## src/rtl/ps2_host_tx_if.sv

```systemverilog
// Host-side command handshake for the PS/2 host transmitter.
// The master modport is the command issuer, the slave modport is ps2_host_tx.
interface ps2_host_tx_if;
  logic [7:0] tx_data;
  logic       tx_valid;
  logic       tx_ready;
  logic       busy;
  logic       tx_done;
  logic       tx_err;

  modport master (
    output tx_data,
    output tx_valid,
    input  tx_ready,
    input  busy,
    input  tx_done,
    input  tx_err
  );

  modport slave (
    input  tx_data,
    input  tx_valid,
    output tx_ready,
    output busy,
    output tx_done,
    output tx_err
  );
endinterface

```

## src/rtl/ps2_host_tx.sv

```systemverilog
// Host-to-device PS/2 transmitter: clock inhibit, request-to-send, 11-bit frame
// shifted out on device clock falls, acknowledge check and a line-idle timeout.
module ps2_host_tx #(
  parameter int unsigned INHIBIT_CYCLES = 12000,
  parameter int unsigned SETUP_CYCLES   = 200,
  parameter int unsigned TIMEOUT_CYCLES = 2000000
) (
  input  logic           clk,
  input  logic           rst,
  ps2_host_tx_if.slave   host,
  input  logic           ps2_clk_in,
  input  logic           ps2_data_in,
  output logic           ps2_clk_oe,
  output logic           ps2_data_oe
);

  localparam int unsigned MAX_A   = (INHIBIT_CYCLES > SETUP_CYCLES) ? INHIBIT_CYCLES : SETUP_CYCLES;
  localparam int unsigned MAX_CYC = (MAX_A > TIMEOUT_CYCLES) ? MAX_A : TIMEOUT_CYCLES;
  localparam int unsigned CNT_W   = $clog2(MAX_CYC) + 1;

  localparam logic [CNT_W-1:0] INHIBIT_LAST = CNT_W'(INHIBIT_CYCLES - 1);
  localparam logic [CNT_W-1:0] SETUP_LAST   = CNT_W'(SETUP_CYCLES - 1);
  localparam logic [CNT_W-1:0] TIMEOUT_LAST = CNT_W'(TIMEOUT_CYCLES - 1);
  localparam logic [CNT_W-1:0] CNT_ONE      = CNT_W'(1);

  typedef enum logic [2:0] {
    ST_IDLE      = 3'd0,
    ST_INHIBIT   = 3'd1,
    ST_START     = 3'd2,
    ST_SEND      = 3'd3,
    ST_ACK       = 3'd4,
    ST_WAIT_IDLE = 3'd5,
    ST_DONE      = 3'd6
  } state_t;

  function automatic logic odd_parity(input logic [7:0] b);
    return ~^b;
  endfunction

  // Pull-down request for frame position idx (1..8 data LSB first, 9 parity, 10 stop).
  function automatic logic frame_oe(input logic [3:0] idx, input logic [7:0] b, input logic par);
    logic oe;
    case (idx)
      4'd1, 4'd2, 4'd3, 4'd4, 4'd5, 4'd6, 4'd7, 4'd8: oe = ~b[idx[2:0] - 3'd1];
      4'd9:    oe = ~par;
      default: oe = 1'b0;
    endcase
    return oe;
  endfunction

  state_t           state_r;
  logic [7:0]       byte_r;
  logic             par_r;
  logic [CNT_W-1:0] cnt_r;
  logic [3:0]       bitcnt_r;
  logic             ack_ok_r;
  logic             clk_oe_r;
  logic             data_oe_r;
  logic             busy_r;
  logic             done_r;
  logic             err_r;
  logic             ready_r;

  logic clk_meta_r;
  logic clk_sync_r;
  logic clk_prev_r;
  logic data_meta_r;
  logic data_sync_r;
  logic fall_s;
  logic [3:0] next_bit_s;

  assign fall_s     = clk_prev_r & ~clk_sync_r;
  assign next_bit_s = bitcnt_r + 4'd1;

  // Two-flop synchronizers; reset to the idle-high line level so no false fall appears.
  always_ff @(posedge clk) begin
    if (rst) begin
      clk_meta_r  <= 1'b1;
      clk_sync_r  <= 1'b1;
      clk_prev_r  <= 1'b1;
      data_meta_r <= 1'b1;
      data_sync_r <= 1'b1;
    end else begin
      clk_meta_r  <= ps2_clk_in;
      clk_sync_r  <= clk_meta_r;
      clk_prev_r  <= clk_sync_r;
      data_meta_r <= ps2_data_in;
      data_sync_r <= data_meta_r;
    end
  end

  // Transaction FSM with all outputs registered alongside the state.
  always_ff @(posedge clk) begin
    if (rst) begin
      state_r   <= ST_IDLE;
      byte_r    <= 8'h00;
      par_r     <= 1'b0;
      cnt_r     <= '0;
      bitcnt_r  <= 4'd0;
      ack_ok_r  <= 1'b0;
      clk_oe_r  <= 1'b0;
      data_oe_r <= 1'b0;
      busy_r    <= 1'b0;
      done_r    <= 1'b0;
      err_r     <= 1'b0;
      ready_r   <= 1'b1;
    end else begin
      done_r <= 1'b0;
      err_r  <= 1'b0;
      case (state_r)
        ST_IDLE: begin
          clk_oe_r  <= 1'b0;
          data_oe_r <= 1'b0;
          if (host.tx_valid && ready_r) begin
            byte_r   <= host.tx_data;
            par_r    <= odd_parity(host.tx_data);
            cnt_r    <= '0;
            bitcnt_r <= 4'd0;
            ack_ok_r <= 1'b0;
            clk_oe_r <= 1'b1;
            busy_r   <= 1'b1;
            ready_r  <= 1'b0;
            state_r  <= ST_INHIBIT;
          end
        end
        ST_INHIBIT: begin
          if (cnt_r == INHIBIT_LAST) begin
            cnt_r     <= '0;
            data_oe_r <= 1'b1;
            state_r   <= ST_START;
          end else begin
            cnt_r <= cnt_r + CNT_ONE;
          end
        end
        ST_START: begin
          if (cnt_r == SETUP_LAST) begin
            cnt_r    <= '0;
            bitcnt_r <= 4'd0;
            clk_oe_r <= 1'b0;
            state_r  <= ST_SEND;
          end else begin
            cnt_r <= cnt_r + CNT_ONE;
          end
        end
        ST_SEND, ST_ACK, ST_WAIT_IDLE: begin
          // Timeout takes priority over any device clock fall on the same cycle.
          if (cnt_r == TIMEOUT_LAST) begin
            clk_oe_r  <= 1'b0;
            data_oe_r <= 1'b0;
            done_r    <= 1'b1;
            err_r     <= 1'b1;
            state_r   <= ST_DONE;
          end else begin
            cnt_r <= cnt_r + CNT_ONE;
            if (state_r == ST_SEND) begin
              if (fall_s) begin
                bitcnt_r  <= next_bit_s;
                data_oe_r <= frame_oe(next_bit_s, byte_r, par_r);
                if (next_bit_s == 4'd10) begin
                  state_r <= ST_ACK;
                end
              end
            end else if (state_r == ST_ACK) begin
              if (fall_s) begin
                ack_ok_r <= ~data_sync_r;
                state_r  <= ST_WAIT_IDLE;
              end
            end else begin
              if (clk_sync_r && data_sync_r) begin
                done_r  <= 1'b1;
                err_r   <= ~ack_ok_r;
                state_r <= ST_DONE;
              end
            end
          end
        end
        ST_DONE: begin
          busy_r  <= 1'b0;
          ready_r <= 1'b1;
          state_r <= ST_IDLE;
        end
        default: begin
          clk_oe_r  <= 1'b0;
          data_oe_r <= 1'b0;
          busy_r    <= 1'b0;
          ready_r   <= 1'b1;
          state_r   <= ST_IDLE;
        end
      endcase
    end
  end

  assign ps2_clk_oe    = clk_oe_r;
  assign ps2_data_oe   = data_oe_r;
  assign host.tx_ready = ready_r;
  assign host.busy     = busy_r;
  assign host.tx_done  = done_r;
  assign host.tx_err   = err_r;

endmodule

```

## src/flat_wrapper.sv

```systemverilog
// flat-port wrapper written by rule: the top's interface ports become plain ports
module ps2_host_tx_flat 
#(
  parameter int unsigned INHIBIT_CYCLES = 12000,
  parameter int unsigned SETUP_CYCLES   = 200,
  parameter int unsigned TIMEOUT_CYCLES = 2000000
)
  (clk, rst, ps2_clk_in, ps2_data_in, ps2_clk_oe, ps2_data_oe, host_tx_data, host_tx_valid, host_tx_ready, host_busy, host_tx_done, host_tx_err);
  ps2_host_tx_if host_i ();
  input  logic clk;
  input  logic rst;
  input  logic ps2_clk_in;
  input  logic ps2_data_in;
  output logic ps2_clk_oe;
  output logic ps2_data_oe;
  input wire logic [$bits(host_i.tx_data)-1:0] host_tx_data;
  input wire logic [$bits(host_i.tx_valid)-1:0] host_tx_valid;
  output wire logic [$bits(host_i.tx_ready)-1:0] host_tx_ready;
  output wire logic [$bits(host_i.busy)-1:0] host_busy;
  output wire logic [$bits(host_i.tx_done)-1:0] host_tx_done;
  output wire logic [$bits(host_i.tx_err)-1:0] host_tx_err;
  assign host_i.tx_data = host_tx_data;
  assign host_i.tx_valid = host_tx_valid;
  assign host_tx_ready = host_i.tx_ready;
  assign host_busy = host_i.busy;
  assign host_tx_done = host_i.tx_done;
  assign host_tx_err = host_i.tx_err;
  ps2_host_tx #(.INHIBIT_CYCLES(INHIBIT_CYCLES), .SETUP_CYCLES(SETUP_CYCLES), .TIMEOUT_CYCLES(TIMEOUT_CYCLES)) u_core (.clk(clk), .rst(rst), .host(host_i), .ps2_clk_in(ps2_clk_in), .ps2_data_in(ps2_data_in), .ps2_clk_oe(ps2_clk_oe), .ps2_data_oe(ps2_data_oe));
endmodule
```

## config.mk

```make
export PLATFORM = sky130hd
export DESIGN_NAME = ps2_host_tx_flat
export DESIGN_NICKNAME = d
export VERILOG_FILES = /design/src/rtl/ps2_host_tx_if.sv /design/src/rtl/ps2_host_tx.sv /design/src/flat_wrapper.sv
export SDC_FILE = /design/constraint.sdc
export NUM_CORES = 1
export LEC_CHECK = 0
export ABC_AREA = 1
export BUFFER_PORTS_ARGS = -buffer_cell sky130_fd_sc_hd__buf_2
export CORE_MARGIN = 3
export CORE_UTILIZATION = 50
export DETAILED_ROUTE_END_ITERATION = 6
export PLACE_DENSITY = 0.77
export SLEW_MARGIN = 20
export SYNTH_ARGS = -nofsm -noshare
export SYNTH_HDL_FRONTEND = slang
export SYNTH_SLANG_ARGS = --single-unit
```

## constraint.sdc

```tcl
create_clock -name clk -period 3.94 [get_ports clk]
set_clock_uncertainty 0.05 [all_clocks]
set_input_delay 0.197 -clock clk [delete_from_list [all_inputs] [get_ports clk]]
set_output_delay 0.197 -clock clk [all_outputs]
set_load 0.1 [all_outputs]
```

After elaboration in Yosys (flattened, before gate mapping). Index checks and enable logic that the tools add are counted.

Memories kept: 0. Input port bits: 13. Bits in registers: 50. Bits in latches: 0. Memory bits (read-only): 0. Bits in writable memories: 0. Logic and storage cells: 137. Output and inout port bits: 6.

Add/subtract/negate cells: 3. Reduce and logical (&&, ||, !) cells: 21. Bitwise gates (word level): 10. Shift operators: 0. Multipliers: 0. Div/mod/pow operators: 0. Muxes and demuxes: 51. $lt $le $gt $ge: 1. Eq/ne operators: 34.

Operators by type and width (number): 22-bit 2-to-1 mux (4); 22-bit one-hot mux with 4 select lines (1); 3-bit 2-to-1 mux (10); 22-bit by 1-bit adder with 22-bit output, second input constant (1); 22-bit by 14-bit equality test with 1-bit output, second input constant (1); 22-bit by 21-bit equality test with 1-bit output, second input constant (1); 22-bit by 8-bit equality test with 1-bit output, second input constant (1); 1-bit 2-to-1 mux (22); 4-bit 2-to-1 mux (5); 4-bit by 3-bit equality test with 1-bit output, second input constant (4); 2-bit by 1-bit != test with 1-bit output, second input constant (7); 4-bit equality test, second input constant (3); 3-bit one-hot mux with 4 select lines (1); 4-bit one-hot mux with 3 select lines (1); 6-bit AND reduction (2); 3-bit equality test, second input constant (3); 1-bit inverter (9); 4-bit by 2-bit equality test with 1-bit output, second input constant (2); 4-bit by 2-bit != test with 1-bit output, second input constant (2); 1-bit one-hot mux with 2 select lines (4); 8-bit OR reduction (1); 8-bit XNOR reduction (1); 7-bit AND reduction (1); 3-bit by 2-bit equality test with 1-bit output, second input constant (2); other kinds (24) (31).

Logic depth before layout (Yosys ltp).
Depth in word-level cells: 10. Depth in mapped cells: 13. Mapped depth without buffers: 13.

Worst setup path after synthesis. Ideal clock, no wire load.

Kind: register to register. Start point: register u_core.ready_r (netlist: u_core.host.tx_ready). End point: register u_core.cnt_r[17]. Buffers on the path: 1. Library setup time: 114 ps. Cell stages (with the launch flop): 9. Required time: 3776 ps. Arrival: 1938 ps. Path slack: 1838 ps. Clock period less this slack: 2102 ps. Cells stage by stage: dfxtp_1 nand2_1 nand2_1 nand2_1 inv_1 nand2_4 o21ai_2 buf_4 nor2_1.

Longest elaborated chain between the ends: 3.

Ends and longest elaborated chain: start: declaration (RTL line ps2_host_tx.sv:62) `logic ready_r;`; start signal: assignment (RTL line ps2_host_tx.sv:106) `ready_r <= 1'b1;`; start signal: assignment (RTL line ps2_host_tx.sv:122) `ready_r <= 1'b0;`; start signal: assignment (RTL line ps2_host_tx.sv:179) `ready_r <= 1'b1;`; 1-bit logical AND (RTL line ps2_host_tx.sv:114) `if (host.tx_valid && ready_r) begin`; 2-bit by 1-bit != test with 1-bit output (no source line); 3-bit AND reduction (no source line); end signal: assignment (RTL line ps2_host_tx.sv:132) `cnt_r <= cnt_r + CNT_ONE;`; end signal: assignment (RTL line ps2_host_tx.sv:142) `cnt_r <= cnt_r + CNT_ONE;`; end signal: assignment (RTL line ps2_host_tx.sv:154) `cnt_r <= cnt_r + CNT_ONE;`; end: declaration (RTL line ps2_host_tx.sv:54) `logic [CNT_W-1:0] cnt_r;`.

Every way passes these cells. A chain may end at the register's enable or synchronous reset.

Final worst setup path.
Start point: register u_core.cnt_r[0]. End point: register u_core.cnt_r[2].

Longest elaborated chain between the ends: 3. Elaborated cells on any way between the ends: 10. Those cells by class: 1 x add/sub; 4 x eq/ne; 4 x mux; 1 x reduce/logical.

Ends and longest elaborated chain: 22-bit by 1-bit adder with 22-bit output (tied with other cells) (RTL line ps2_host_tx.sv:132, ps2_host_tx.sv:142, ps2_host_tx.sv:154); 22-bit 2-to-1 mux (tied with other cells) (RTL line ps2_host_tx.sv:147) `if (cnt_r == TIMEOUT_LAST) begin`; 22-bit one-hot mux with 4 select lines or 3-bit AND reduction (tied branches).

Parallel ways exist; a longest one is shown, timed or not. The select of a mux whose other input is x is not followed.

==> summary.md <==
| Metric | Value |
|---|---|
| Die Y | 85.1 um |
| Overall power | 1860 uW |
| Main synth FF type | dfxtp_1 |
| Die area | 7240 um2 |
| Reg clk slew, reported paths | 0.10 ns |
| Diode count | 0 |
| Largest family of logic cells by synthesized area | simple AND/OR/NAND/NOR gates |
| Share of layout cells above drive strength 1 | 0.138 |
| Placed cell area | 3250 um2 |
| DR pass1 iterations | 4 |
| Final setup viols | 0 |
| Wire per inst | 12.5 um |
| # resized after CTS | 0 |
| WP buf/inv | 1 |
| Post-Synth Adder-Cell Area | 0.0240 |
| Endpoint class of the critical path | register |
| Ys Warns | 0 |
| Antenna-violating nets left | 0 |
| Largest net degree at the start of global routing | 20 |
| Post-CTS setup buffers | 0 |
| Final wirelength | 7.19 mm |
| RSZ-0062 raised after global routing | false |
| Net count after synthesis | 502 |
| Post-synthesis compound-gate area fraction | 0.0848 |
| Clock latency at the later pin of the worst-skew pair | 0.31 ns |
| First-pass GRT wire length | 12.6 mm |
| Starting Density | 0.522 |
| Crit-path max FO | 12 |
| Multiplexer area fraction after synthesis | 0 |
| Max_cap viols | 0 |
| VDD IR-drop max | 0.299 mV |
| Fill cell count | 587 |
| Via count | 3,038 |
| Cell Chain, Critical Path | ha_1 > nand2_2 > inv_1 > nand2_1 > nor2_1 > nand3_1 > nand2_2 > nand3_2 > o21ai_2 > nor2_1 |
| Period Utilization, post-route | 0.503 |
| Global route overflow | 0 |
| Initial antenna violation count | 0 |
| Nets | 519 |
| Cell at the slowest stage of the critical path | o21ai_2 |
| #FFs+latches synth | 50 |
| Hold crit path type | in -> reg |
| Setup TNS | 0 ns |
| Async SR Flop Fraction | 0 |
| Die W | 85.1 um |
| Slowest stage delay, CP | 0.45 ns |
| Post-layout min period | 1.98 ns |
| Final slew viol count | 0 |
| Final-report hold violation count | 0 |
| Post-synthesis cell count | 483 |
| Outcome | finished, final reports clean |
| Cell family with most CP delay | simple AND/OR/NAND/NOR gates |
| Worst Path Required | 4.08 ns |
| First DRT Iteration DRCs | 221 |
| Fin area | 3380 um2 |
| Hold_buf cts | 1 |
| Pwr/cell area | 550 nW/um2 |
| CTS tree | built |
| Post-Synth Simple-Gate Area | 0.452 |
| H-tree Lvls | 2 |
| Critical path class | reg -> reg |
| Placeable Area | 5990 um2 |
| CTS Sinks | 50 |
| CTS max path bufs | 2 |
| Crit path DAT | 2.12 ns |
| Mapped cell area | 3130 um2 |
| GRT Total Usage | 0.212 |
| EDFF count, synth | 0 |
| IO Pins | 19 |
| Cell variety after synth | 38 |
| # rows | 28 |
| Startpoint types | register |
| CTS buffer count | 5 |
| Drt via density | 5.27 |
| Max Clk Rate | 505 MHz |
| Port bufs | 18 |
| Rel. slew slack | 0.604 |
| Root Driver | clkbuf_8 |
| Pleak | 0.00148 uW |
| Drt drc | 0 |
| Measured slew at the worst slew-check pin | 0.590 ns |
| R2r setup slk | 1.96 ns |
| Post-Synth XOR/XNOR Area | 0.0364 |
| Vias in the first global route | 2,885 |
| Syn Area/Cell | 6.48 um2 |
| Register area share after synthesis | 0.320 |
| Area Overhead vs Synth | 8.00% |
| Placer Congestion | 0.912 |
| DP HPWL | 5.40 mm |
==> kinds of logic (layout without fill, tap and decap cells) <==
kind of cell / count (synthesis) / in the layout
adders and majority gates: 6 / 6
AOI/OAI and AO/OA: 49 / 49
xor gates and xnor gates: 13 / 13
buffers and inverters: 62 / 80
and+or+nand+nor: 303 / 303
DFF: 50 / 50
==> power breakdown <==
group	leakage (uW)	switching (uW)	internal (uW)
clock network	0.0000591	188	194
registers	0.000408	69.0	585
logic	0.00101	593	229
total	0.00148	850	1010
==> final timing paths <==
kind                 startpoint                  to  cells after the start
max             u_core.cnt_r[0]     u_core.cnt_r[2]                     10
min                  ps2_clk_in   u_core.clk_meta_r                      2
max reg2reg     u_core.cnt_r[0]     u_core.cnt_r[2]                     10
min reg2reg  u_core.data_meta_r  u_core.data_sync_r                      1
==> placed cells by master, fill, tap and decap left out, drive strengths merged <==
| cell type | Yosys | final |
|---|---|---|
| a21boi | 1 | 1 |
| a21oi | 12 | 12 |
| a31oi | 1 | 1 |
| buf | 6 | 18 |
| bufinv | 0 | 1 |
| clkbuf | 3 | 5 |
| clkinv | 2 | 2 |
| dfxtp | 50 | 50 |
| dlygate4sd3 | 0 | 1 |
| ha | 6 | 6 |
| inv | 51 | 53 |
| nand2 | 136 | 136 |
| nand3 | 34 | 34 |
| nand3b | 1 | 1 |
| nand4 | 9 | 9 |
| nor2 | 101 | 101 |
| nor3 | 13 | 13 |
| nor4 | 3 | 3 |
| o211ai | 3 | 3 |
| o21ai | 30 | 30 |
| o21bai | 2 | 2 |
| or2 | 6 | 6 |
| xnor2 | 6 | 6 |
| xor2 | 7 | 7 |
==> layout make-up <==
cell class                 instances  area (um2)  share of cell area
clock buffer                       5        68.8              0.0204
clock inverter                     3        47.5              0.0141
tap                               75        93.8              0.0278
sequential                        50        1000               0.296
timing repair buffer              19         100              0.0296
inverter                          53         199              0.0589
multi-input combinational        371        1870               0.553
==> sequential cells by signal, indices dropped and copies added, names as in the netlist <==
name	count
u_core.ps2_data_oe	1
u_core.clk_prev_r	1
u_core.state_r	3
u_core.host.busy	1
u_core.bitcnt_r	4
u_core.host.tx_err	1
u_core.byte_r	8
u_core.data_meta_r	1
u_core.clk_meta_r	1
u_core.host.tx_done	1
u_core.par_r	1
u_core.ack_ok_r	1
u_core.clk_sync_r	1
u_core.data_sync_r	1
u_core.host.tx_ready	1
u_core.ps2_clk_oe	1
u_core.cnt_r	22
==> metal layers <==
layer	vias up	share of wire	global-route usage
li1	1564	-	-
met1	1376	0.49	0.283
met2	85	0.45	0.350
met3	13	0.052	0.0359
met4	0	0.017	0.0647
met5	-	0	0
==> stage by stage <==
step / util / setup WS [ns] / instances / hold slack (ns)
6_report: 0.564 / 1.96 / 576 / 0.0164
3_5_place_dp: 0.543 / 1.92 / 567 / 0.332
5_1_grt: 0.564 / 1.69 / 576 / 0.0155
4_1_cts: 0.564 / 1.90 / 576 / 0.00812
2_1_floorplan: - / 1.84 / 483 / 0.251
3_3_place_gp: 0.543 / 1.97 / 567 / 0.329
==> cells in the mapped netlist (3+ instances only) <==
| cell | n | area, um2 |
|---|---|---|
| nor4_1 | 3 | 18.8 |
| nor3_2 | 3 | 30.0 |
| ha_1 | 6 | 75.1 |
| o21ai_0 | 25 | 125 |
| nand3_1 | 29 | 145 |
| o21ai_1 | 4 | 20.0 |
| or2_2 | 5 | 31.3 |
| nand4_1 | 8 | 50.1 |
| nor3_1 | 10 | 50.1 |
| o211ai_1 | 3 | 22.5 |
| nand2_2 | 5 | 31.3 |
| nor2_1 | 88 | 330 |
| nor2_2 | 5 | 31.3 |
| xnor2_1 | 6 | 52.6 |
| xor2_1 | 7 | 61.3 |
| inv_2 | 8 | 30.0 |
| a21oi_1 | 12 | 60.1 |
| nor2_4 | 7 | 78.8 |
| nand3_2 | 3 | 30.0 |
| inv_1 | 43 | 161 |
| dfxtp_1 | 50 | 1000 |
| nand2_1 | 129 | 484 |
==> worst reg2reg max path, delay by kind of cell, from the launching register on <==
| family | cells | cell delay (ns) |
|---|---|---|
| AOI/OAI and AO/OA | 1 | 0.45 |
| adders and majority gates | 1 | 0.19 |
| buffers and inverters | 1 | 0.08 |
| DFF | 1 | 0.38 |
| and+or+nand+nor | 7 | 0.71 |
No activity file was read; power rests on OpenSTA's default activity.
